===== src/rtl/alarm_pkg.sv =====
// Shared definitions for the alarm time keeper: FSM state type, alarm field
// widths and the seconds/minutes wrap limits.
package alarm_pkg;

  typedef enum logic [1:0] {
    IDLE    = 2'd0,
    ARMED   = 2'd1,
    RINGING = 2'd2
  } state_t;

  localparam int unsigned SEC_W  = 6;
  localparam int unsigned MIN_W  = 6;
  localparam int unsigned HOUR_W = 5;
  localparam int unsigned RING_W = 7;

  localparam int unsigned SEC_MAX = 59;
  localparam int unsigned MIN_MAX = 59;

endpackage : alarm_pkg


===== src/rtl/wrap_counter.sv =====
// Modulo-N up counter used for one alarm time field.
// Ports:
//   clk, reset : clock and asynchronous active-high reset
//   inc        : increment request, takes effect on the next rising edge
//   count      : registered field value, wraps MODULUS-1 -> 0
module wrap_counter #(
  parameter int unsigned MODULUS = 60,
  parameter int unsigned W       = 6
) (
  input  logic         clk,
  input  logic         reset,
  input  logic         inc,
  output logic [W-1:0] count
);

  localparam logic [W-1:0] LAST = W'(MODULUS - 1);

  // Field register with wrap at the modulus.
  always_ff @(posedge clk or posedge reset) begin
    if (reset) begin
      count <= '0;
    end else if (inc) begin
      count <= (count == LAST) ? '0 : count + W'(1);
    end
  end

endmodule : wrap_counter


===== src/rtl/alarm_time_keeper.sv =====
// Alarm clock core: holds an editable alarm time, compares it against the
// current time of day, and rings for a bounded number of 1 Hz ticks.
// Ports:
//   clk, reset                   : clock and asynchronous active-high reset
//   upsec, upmin, uphour         : single-cycle alarm field increment requests
//   alarm_en                     : level, 1 = alarm armed
//   stop_key                     : single-cycle pulse silencing a ringing alarm
//   tick_1hz                     : single-cycle pulse once per second
//   cur_sec, cur_min, cur_hour   : current time of day
//   alm_sec, alm_min, alm_hour   : stored alarm time (registered)
//   ringing                      : 1 while the alarm sounds (registered)
//   ring_left                    : ticks remaining in this ring, 0 when quiet
module alarm_time_keeper
  import alarm_pkg::*;
#(
  parameter int unsigned RING_SECONDS  = 60,
  parameter int unsigned HOURS_PER_DAY = 24
) (
  input  logic              clk,
  input  logic              reset,
  input  logic              upsec,
  input  logic              upmin,
  input  logic              uphour,
  input  logic              alarm_en,
  input  logic              stop_key,
  input  logic              tick_1hz,
  input  logic [SEC_W-1:0]  cur_sec,
  input  logic [MIN_W-1:0]  cur_min,
  input  logic [HOUR_W-1:0] cur_hour,
  output logic [SEC_W-1:0]  alm_sec,
  output logic [MIN_W-1:0]  alm_min,
  output logic [HOUR_W-1:0] alm_hour,
  output logic              ringing,
  output logic [RING_W-1:0] ring_left
);

  localparam logic [RING_W-1:0] RING_LOAD = RING_W'(RING_SECONDS);

  state_t              state;
  state_t              state_n;
  logic                ringing_n;
  logic [RING_W-1:0]   ring_left_n;
  logic                match;
  logic                match_q;
  logic                match_rise;
  logic                edit_ok;

  // Edits are frozen while the alarm sounds.
  assign edit_ok = (state != RINGING);

  wrap_counter #(.MODULUS(SEC_MAX + 1), .W(SEC_W)) u_sec (
    .clk   (clk),
    .reset (reset),
    .inc   (upsec & edit_ok),
    .count (alm_sec)
  );

  wrap_counter #(.MODULUS(MIN_MAX + 1), .W(MIN_W)) u_min (
    .clk   (clk),
    .reset (reset),
    .inc   (upmin & edit_ok),
    .count (alm_min)
  );

  wrap_counter #(.MODULUS(HOURS_PER_DAY), .W(HOUR_W)) u_hour (
    .clk   (clk),
    .reset (reset),
    .inc   (uphour & edit_ok),
    .count (alm_hour)
  );

  // Only a fresh match may start a ring, so a held match after stop or
  // timeout stays silent. An alarm edit landing on the current time also
  // produces a fresh match.
  assign match      = (cur_sec == alm_sec) && (cur_min == alm_min) && (cur_hour == alm_hour);
  assign match_rise = match && !match_q;

  // State, match history and registered outputs.
  always_ff @(posedge clk or posedge reset) begin
    if (reset) begin
      state     <= IDLE;
      match_q   <= 1'b0;
      ringing   <= 1'b0;
      ring_left <= '0;
    end else begin
      state     <= state_n;
      match_q   <= match;
      ringing   <= ringing_n;
      ring_left <= ring_left_n;
    end
  end

  // Next state and next output values. Disarming beats stop, stop and the
  // final tick both land in ARMED.
  always_comb begin
    state_n     = state;
    ringing_n   = ringing;
    ring_left_n = ring_left;
    case (state)
      IDLE: begin
        if (alarm_en) begin
          state_n = ARMED;
        end
      end
      ARMED: begin
        if (!alarm_en) begin
          state_n = IDLE;
        end else if (match_rise) begin
          state_n     = RINGING;
          ringing_n   = 1'b1;
          ring_left_n = RING_LOAD;
        end
      end
      RINGING: begin
        if (!alarm_en) begin
          state_n     = IDLE;
          ringing_n   = 1'b0;
          ring_left_n = '0;
        end else if (stop_key || (tick_1hz && (ring_left <= RING_W'(1)))) begin
          state_n     = ARMED;
          ringing_n   = 1'b0;
          ring_left_n = '0;
        end else if (tick_1hz) begin
          ring_left_n = ring_left - RING_W'(1);
        end
      end
      default: begin
        state_n     = IDLE;
        ringing_n   = 1'b0;
        ring_left_n = '0;
      end
    endcase
  end

endmodule : alarm_time_keeper

===== config.mk =====
export PLATFORM = sky130hd
export DESIGN_NAME = alarm_time_keeper
export DESIGN_NICKNAME = d
export VERILOG_FILES = /design/src/rtl/alarm_pkg.sv /design/src/rtl/wrap_counter.sv /design/src/rtl/alarm_time_keeper.sv
export SDC_FILE = /design/constraint.sdc
export NUM_CORES = 1
export LEC_CHECK = 0
export BUFFER_PORTS_ARGS = -buffer_cell sky130_fd_sc_hd__buf_2
export CORE_MARGIN = 3
export CORE_UTILIZATION = 35
export CTS_BUF_LIST = sky130_fd_sc_hd__clkbuf_8 sky130_fd_sc_hd__clkbuf_16
export DETAILED_ROUTE_END_ITERATION = 12
export HOLD_SLACK_MARGIN = 0.05
export SYNTH_ARGS = -nofsm -noshare
export SYNTH_HDL_FRONTEND = slang
export SYNTH_SLANG_ARGS = --single-unit

===== constraint.sdc =====
create_clock -name clk -period 2.01 [get_ports clk]
set_input_delay 0.1005 -clock clk [delete_from_list [all_inputs] [get_ports clk]]
set_output_delay 0.1005 -clock clk [all_outputs]
set_load 0.01 [all_outputs]

Yosys cells after proc, flatten, opt, wreduce, memory -nomap -nowiden --
Index checks and enable logic that the tools add are counted.
Cells by class: equality and inequality tests 15, bitwise gates (word level) 4, reductions and logical operators 10, magnitude comparators 1, muxes and demuxes 20, add/sub/neg operators 4
Operator list (number):
- 7-bit 2-to-1 mux | 5
- 7-bit one-hot mux with 3 select lines | 1
- 6-bit by 1-bit adder with 6-bit output (second input constant) | 2
- 6-bit == test | 2
- 6-bit == test (second input constant) | 2
- 6-bit 2-to-1 mux | 2
- 2-bit 2-to-1 mux | 5
- 2-bit != test (second input constant) | 4
- 4-bit AND reduction | 2
- 7-bit by 1-bit <= comparator with 1-bit output (second input constant) | 1
- 7-bit by 1-bit subtractor with 7-bit output (second input constant) | 1
- 3-bit != test (second input constant) | 2
- 2-bit one-hot mux with 3 select lines | 1
- 5-bit by 1-bit adder with 5-bit output (second input constant) | 1
- 5-bit == test | 1
- 5-bit == test (second input constant) | 1
- 5-bit 2-to-1 mux | 1
- 1-bit logical AND | 4
- 1-bit 2-to-1 mux | 4
- 4-bit != test (second input constant) | 1
- 1-bit AND | 3
- 1-bit one-hot mux with 3 select lines | 1
- 3-bit AND reduction | 1
- 2-bit by 1-bit == test with 1-bit output (second input constant) | 1
- other kinds (5) | 5
Storage, ports and cells: logic and storage cells 61, output and inout port bits 25, input port bits 25, flip-flop bits (word level) 28

Depth between registers and ports, before layout --
Gate-level depths: netlist (run 1).
depth in word-level cells 7, depth in mapped cells 8, mapped depth without buffers 8

Modules after synthesis --
A second synthesis (run 1) with hierarchy kept.
Unflattened totals: cells, all modules 196, area total of the unflattened synthesis 1841.8 µm²
Modules (own cells, without submodules):
- alarm_time_keeper | times used 1, cells an instance 110, area each 968.4 µm², sequential area each 275.3 µm²
- wrap_counter (u_min ...) | times used 2, cells an instance 33, area each 317.8 µm², sequential area each 150.1 µm²
- wrap_counter (u_hour) | times used 1, cells an instance 20, area each 237.7 µm², sequential area each 125.1 µm²

Least setup slack after synthesis (run 1) --
OpenSTA, ideal clock, no wires.
path type register to register, start point register ring_left[2], end point register state[0], path buffers 0, arrival 1.963 ns, stages on the path, launching flop included 6, path slack -0.080 ns, cell sequence dfrtp_1 nor4_4 a41oi_4 a311o_1 o21ba_4 mux2_1
Between the ends: cells in the longest elaborated chain, start to end 5
RTL lines:
- start: declaration | RTL line alarm_time_keeper.sv:34 | output logic [RING_W-1:0] ring_left
- start signal: assignment | RTL line alarm_time_keeper.sv:89 | ring_left <= ring_left_n;
- 7-bit by 1-bit <= comparator with 1-bit output | RTL line alarm_time_keeper.sv:119 | end else if (stop_key || (tick_1hz && (ring_left <= RING_W'(1)))) begin
- 1-bit logical AND | RTL line alarm_time_keeper.sv:119
- 1-bit logical OR | RTL line alarm_time_keeper.sv:119
- 3-bit != test (no source line)
- 3-bit AND reduction (no source line)
- end signal: assignment | RTL line alarm_time_keeper.sv:86 | state <= state_n;
- end: declaration | RTL line alarm_time_keeper.sv:39 | state_t state;
No other way between the ends. A chain may end at the register's enable or synchronous reset.

Final worst setup path (run 1) --
start point register u_sec.count[3], end point register ring_left[5]
Between the ends: cells in the longest elaborated chain, start to end 6
RTL lines:
- start: declaration | RTL line wrap_counter.sv:13 | output logic [W-1:0] count
- start signal: assignment | RTL line wrap_counter.sv:23 | count <= (count == LAST) ? '0 : count + W'(1);
- 6-bit == test | RTL line alarm_time_keeper.sv:75 | assign match = (cur_sec == alm_sec) && (cur_min == alm_min) && (cur_hour == alm_hour);
- 1-bit logical AND (2 in a row) | RTL line alarm_time_keeper.sv:75
- 1-bit logical AND | RTL line alarm_time_keeper.sv:76 | assign match_rise = match && !match_q;
- 2-bit != test (no source line)
- 4-bit AND reduction (no source line)
No other way between the ends.

==> impl_metrics.csv, run 1 <==
group,metric,value,unit
status,outcome,"completed",
run,maxCapViolCount,0,
clock_network,cts_tree,"built",
worst_setup_path,required,2.18,ns
cells_and_area,layout_common_cells,"buf_2 (49), buf_4 (33), dfrtp_1 (27), nand2_1 (20), o21ai_0 (16)",
floorplanning,die-area,6010,um2
synthesis,yosys_warnings,0,
cells_and_area,final_common_cell,"buf_2",
place,io_buffers,49,
pwr,cellPowerDensity,1150,nW/um2
grt,grt_pass1_wl,7420,um
pwr,combPwrFrac,0.535,
pwr,ir_worst_vdd,0.551,mV
worst_setup_path,r2r_setup_slack,0.008,ns
cells_and_area,fillers,475,
cells_and_area,layout-drive-gt1-share,0.348,
floorplanning,start_util,0.370,
route,routedWlPerCell,12.8,um
place,dp_cells,336,
grt,antenna_found_initial,0,
synthesis,synth_simple_gate_area_frac,0.216,
synthesis,synthMuxAreaShare,0.0237,
grt,top_usage_layer,"met2",
pwr,seqPwrFrac,0.306,
sta,grt_setup_unrepaired,"yes",
route,ant_nets,0,
worst_setup_path,r2r_cells,6,
route,first_pass_iters,4,
cells_and_area,fin_util,0.508,
synthesis,synth_nets,227,
grt,grt_use_total,0.152,
pwr,p_leak,1.20,nW
pwr,internal_power,1.73,mW
cells_and_area,seq_area,702,um2
route,drt-initial-drc-count,59,
worst_setup_path,critPathMaxFanout,7,
clock_network,cts_num_sinks,28,
floorplanning,io_pins,50,
grt,grt_pass1_vias,1644,
clock_network,htree_levels,1,
route,drcViolationCount,0,
cells_and_area,areaGrowthSynthToFinish,37.4,%
clock_network,cts.path.max_buffers,2,
floorplanning,die-height,77.6,um
sta,fmax,499,MHz
cells_and_area,multi_input_area,1060,um2
worst_hold_path,hold_path.startpoint,"upmin",
worst_setup_path,rr_startpoint,"u_sec.count[3]$_DFFE_PP0P_",
floorplanning,rows,25,
synthesis,seq_area_frac_synth,0.391,
place,hpwlAfterDp,3510,um
sta,setup_viol,0,
floorplanning,coreArea,4850,um2
worst_hold_path,hold_path_depth,4,
clock_network,cts-root-buf,"clkbuf_8",
synthesis,synthAdderAreaFrac,0.0628,
route,wl,4390,um
cells_and_area,diodes,0,
cells_and_area,fin_cells,343,
synthesis,synth_edf_count,0,
grt,grtUsageMet2,0.263,
worst_hold_path,hold_path_class,"in2reg",
synthesis,synth_top_family_by_area,"simple AND/OR/NAND/NOR gates",
worst_hold_path,hold_end,"u_min.count[1]$_DFFE_PP0P_",
cells_and_area,nNetsFinal,311,
grt,grt_start_max_net_pins,29,
worst_setup_path,path_class,"reg2reg",
synthesis,synthCells,193,
pwr,switchingPower,1.11,mW
sta,hold_viol,0,
synthesis,synth_cell_type_count,41,
synthesis,async_flop_share,1.00,
sta,period_share,0.996,
pwr,clock_power_share,0.159,
clock_network,clkTransAtPathRegs,0.10,ns
sta,worst_slew_pin_slew,0.438,ns
sta,skew,0.00628,ns
place,place.gp.congestion,0.841,
sta,relSlewSlack,0.707,
worst_setup_path,cp-end-kind,"flop",
clock_network,clk_latency,0.28,ns
synthesis,synth_compound_area_frac,0.184,
pwr,netSwitchingFraction,0.391,
sta,period_needed,2.00,ns
grt,grt.met1_usage,0.193,
worst_setup_path,r2r_end,"ring_left[5]$_DFFE_PP0P_",
synthesis,netlist_area,1790,um2
floorplanning,die_w,77.6,um
worst_setup_path,critPathLaunchType,"flop",
route,viasPerCell,4.90,
grt,overflow,0,
grt,met3_usage,0.0348,
worst_setup_path,arrival,2.17,ns
pwr,total_power,2.84,mW
sta,maxSlewViolCount,0,
synthesis,synth_seq_cells,28,
route,num_vias,1682,
synthesis,synth_xor_area_frac,0.0880,
synthesis,ys.flop_type,"dfrtp_1",
synthesis,synth_area_per_cell,9.28,um2
clock_network,cts-buffers-inserted,3,
## power groups by stage
| stage | clock network, mW | registers [mW] | logic (mW) |
|---|---|---|---|
| finish | 0.451 | 0.869 | 1.52 |
| global route | 0.487 | 0.891 | 1.69 |
| CTS | 0.469 | 0.872 | 1.50 |
| detailed placement | 0 | 0.884 | 1.47 |
| global placement | 0 | 0.876 | 1.48 |
| floorplan | 0 | 1.02 | 0.723 |
## worst max path at each step
stage | start | endpoint | cells after the start
floorplan | ring_left[3]$_DFFE_PP0P_ | state[0]$_DFFE_PP0P_ | 5
global placement | u_hour.count[1]$_DFFE_PP0P_ | ring_left[5]$_DFFE_PP0P_ | 6
detailed placement | u_hour.count[3]$_DFFE_PP0P_ | ring_left[5]$_DFFE_PP0P_ | 6
CTS | u_hour.count[3]$_DFFE_PP0P_ | ring_left[5]$_DFFE_PP0P_ | 6
global route | u_sec.count[3]$_DFFE_PP0P_ | ring_left[5]$_DFFE_PP0P_ | 6
finish | u_sec.count[3]$_DFFE_PP0P_ | ring_left[5]$_DFFE_PP0P_ | 6
## cell type report
type / instances / share of cell area
Clock buffer: 3 / 0.0168
Clock inverter: 1 / 0.0122
Inverter: 10 / 0.0152
Multi-Input combinational cell: 151 / 0.432
Sequential cell: 28 / 0.285
Tap cell: 67 / 0.0340
Timing Repair Buffer: 83 / 0.204
## flip-flops by register name, summed over array words and instances (netlist names)
register,flops
u_min.count,6
ring_left,7
u_sec.count,6
state,2
ringing,1
u_hour.count,5
match_q,1
## worst max-delay path, stage by stage (launching register included)
cell and delay (ns):
dfrtp_1 0.41, xor2_1 0.16, nor4_2 0.32, and4b_2 0.31, a21oi_4 0.08, or4_4 0.48
o2bb2ai_1 0.13
## logic make-up after synthesis
group	after synthesis
AOI/OAI and AO/OA	49
xor gates and xnor gates	18
adders and majority gates	9
buffers and inverters	14
DFF	28
muxes	4
and+or+nand+nor	71
## synth_stat cells, types with 2 or more instances
master / number / area (um2)
o21ai_0: 16 / 80.1
ha_1: 9 / 113
o21ai_1: 7 / 35.0
nor4_1: 2 / 12.5
xor2_1: 10 / 87.6
and3_1: 3 / 18.8
nor3_1: 6 / 30.0
nand3_1: 5 / 25.0
a31oi_1: 7 / 43.8
nor2b_1: 4 / 25.0
clkbuf_1: 2 / 7.51
inv_1: 10 / 37.5
nor2_1: 10 / 37.5
mux2_1: 2 / 22.5
a21oi_1: 3 / 15.0
mux2i_1: 2 / 20.0
nand2b_1: 4 / 25.0
nand4_1: 9 / 56.3
dfrtp_1: 28 / 701
o2111ai_1: 2 / 17.5
nand2_1: 20 / 75.1
xnor2_1: 8 / 70.1
a21o_1: 5 / 37.5
nand3b_1: 2 / 15.0
## routing by layer
layer  vias to the layer above  routed length, um
met4                         0                 36
met3                         4                236
met1                       771               2030
met2                        42               2090
met5                         -                  0
li1                        865                  -
## metrics by stage
step	cell area, um2	TNS (ns)	hold slack [ns]	setup WS, ns
CTS	2420	-0.0170	0.132	-0.0170
finish	2460	0	0.145	0.00757
floorplan	1790	0	0.166	0.000733
global placement	2330	0	0.191	0.0601
detailed placement	2330	-0.0655	0.198	-0.0655
global route	2460	-0.314	0.181	-0.0856
## timing repair
item	4_1_cts	5_1_grt
hold endpoints to repair	28	0
resized for setup	2	5
pin swaps	0	4
setup buffers	0	2
endpoints found under the setup margin	2	7
hold buffers	1	0
(Power assumes the default switching activity.)
==> run 2, diff against run 1 <==
clock period = 2.4 ns   (was 2.01 ns; I/O delays follow)
==> run 2 against run 1 <==
Against the previous run: setup slack better by 0.22 ns; clock skew down 0.0024 ns; critical endpoint unchanged; clock-buffer cell count up 1; global-route usage decreased by 0.32 points; fmax shrank 7.9%; highest routed layer unchanged; clock power down 34%; sequential share of layout area increased by 3.6 points; critical path type unchanged; via count shrank 5.7%; die area is the same.
==> impl_metrics.csv, run 2 (synthesis results as in run 1) <==
group,metric,value,unit
floorplanning,die-height,77.6,um
sta,period_share,0.906,
clock_network,cts.path.max_buffers,2,
worst_setup_path,rr_startpoint,"u_sec.count[5]$_DFFE_PP0P_",
cells_and_area,layout-drive-gt1-share,0.248,
cells_and_area,top_register,"ring_left",
sta,worst_slack,0.226,ns
run,maxCapViolCount,0,
worst_setup_path,critPathTopFamily,"simple AND/OR/NAND/NOR gates",
sta,maxSlewViolCount,0,
floorplanning,io_pins,50,
worst_setup_path,max_stage_delay,0.48,ns
route,ant_nets,0,
pwr,ir_worst_vdd,0.342,mV
sta,relSlewSlack,0.704,
place,place.gp.congestion,0.840,
worst_setup_path,critPathMaxFanout,7,
sta,skew,0.00391,ns
cells_and_area,areaGrowthSynthToFinish,21.9,%
grt,grt_start_max_net_pins,29,
route,drcViolationCount,0,
worst_setup_path,cp-end-kind,"flop",
cells_and_area,final_common_cell,"buf_2",
cells_and_area,diodes,0,
worst_setup_path,path_cells,"xor2_1, nor4_1, and4b_1, a21oi_2, or4_1, o2bb2ai_1",
status,outcome,"completed",
cells_and_area,largest_reg_flops,7,
grt,overflow,0,
worst_setup_path,r2r_cells,6,
cells_and_area,layout_common_cells,"buf_2 (49), dfrtp_1 (28), nand2_1 (20), o21ai_0 (16)",
place,post-place-ws,0.199,ns
place,io_buffers,49,
worst_hold_path,hold_path_depth,4,
worst_setup_path,critical-path-slowest-cell,"or4_1",
sta,hold_viol,0,
sta,grt_setup_unrepaired,"no",
sta,period_needed,2.17,ns
clock_network,clk_latency,0.28,ns
cells_and_area,nNetsFinal,281,
route,wl,4240,um
place,hpwlAfterDp,3290,um
route,routedWlPerCell,13.6,um
sta,setup_viol,0,
floorplanning,die-area,6010,um2
floorplanning,die_w,77.6,um
clock_network,cts_num_sinks,28,
clock_network,cts_resized,0,
sta,fmax,460,MHz
clock_network,clkTransAtPathRegs,0.10,ns
grt,antenna_found_initial,0,
clock_network,cts-root-buf,"clkbuf_8",
grt,grt_use_total,0.149,
worst_setup_path,r2r_setup_slack,0.23,ns
pwr,p_leak,1.04,nW
clock_network,cts_tree,"built",
route,first_pass_iters,4,
cells_and_area,fin_cells,313,
worst_setup_path,cp_num_buf_inv,0,
clock_network,htree_levels,1,
grt,grt_pass1_vias,1498,
route,num_vias,1586,
floorplanning,start_util,0.370,
sta,finalSetupTns,0,ns
route,viasPerCell,5.07,
worst_setup_path,worstSetupStartpoint,"u_sec.count[5]$_DFFE_PP0P_",
floorplanning,rows,25,
worst_setup_path,critPathLaunchType,"flop",
place,dp_cells,308,
grt,grt_pass1_wl,7180,um
worst_setup_path,path_class,"reg2reg",
sta,worst_slew_pin_slew,0.443,ns
pwr,cellPowerDensity,937,nW/um2
worst_setup_path,critical_path.endpoint,"ring_left[5]$_DFFE_PP0P_",
worst_setup_path,crit_cells,6,
worst_setup_path,required,2.57,ns
route,drt-initial-drc-count,62,
worst_setup_path,r2r_end,"ring_left[5]$_DFFE_PP0P_",
clock_network,cts-buffers-inserted,3,
worst_hold_path,hold_path_class,"in2reg",
floorplanning,coreArea,4850,um2
cells_and_area,reg_top3,"ring_left: 7 flops, u_min.count: 6 flops, u_sec.count: 6 flops",
worst_setup_path,arrival,2.35,ns
## run 2: worst min-delay path by stage
stage	from	end	slack, ns
floorplan	reset	match_q$_DFF_PP0_	0.19
global placement	reset	ring_left[2]$_DFFE_PP0P_	0.21
detailed placement	reset	ring_left[4]$_DFFE_PP0P_	0.22
CTS	upsec	u_sec.count[1]$_DFFE_PP0P_	0.17
global route	upmin	u_min.count[1]$_DFFE_PP0P_	0.21
finish	upmin	u_min.count[1]$_DFFE_PP0P_	0.18
## run 2: layout make-up
cell class                      instances  area, um2
Sequential cell                        28        701
Inverter                               10       37.5
Timing Repair Buffer                   53        278
Fill cell                             482       2660
Clock buffer                            4       55.1
Multi-Input combinational cell        151       1030
Tap cell                               67       83.8
## run 2: metrics by stage
stage | util | power, mW | area (um2) | hold slack [ns]
global placement | 0.437 | 1.76 | 2120 | 0.215
detailed placement | 0.437 | 1.76 | 2120 | 0.224
finish | 0.451 | 2.05 | 2180 | 0.181
floorplan | - | 1.46 | 1790 | 0.185
CTS | 0.451 | 2.07 | 2180 | 0.174
global route | 0.451 | 2.23 | 2180 | 0.209
## run 2: report_power, final
part	internal (mW)	switching (mW)
combinational	0.414	0.473
sequential	0.613	0.248
clock	0.147	0.152
## run 2: worst register-to-register path: stages (launching register included)
cell,delay [ns]
dfrtp_1,0.46
xor2_1,0.20
nor4_1,0.39
and4b_1,0.30
a21oi_2,0.11
or4_1,0.48
o2bb2ai_1,0.13
## run 2: metal layers
layer	GRT usage	vias to the layer above	share of wire
met2	0.242	44	0.47
met3	0.0302	4	0.051
met1	0.197	734	0.47
met5	0	-	0
met4	0.0534	0	0.013
li1	-	804	-
## run 2: what timing repair did
action,4_1_cts,5_1_grt
buffers inserted,0,0
endpoints found under the setup margin,0,0
endpoints found under the hold margin,28,0
hold buffers,1,0
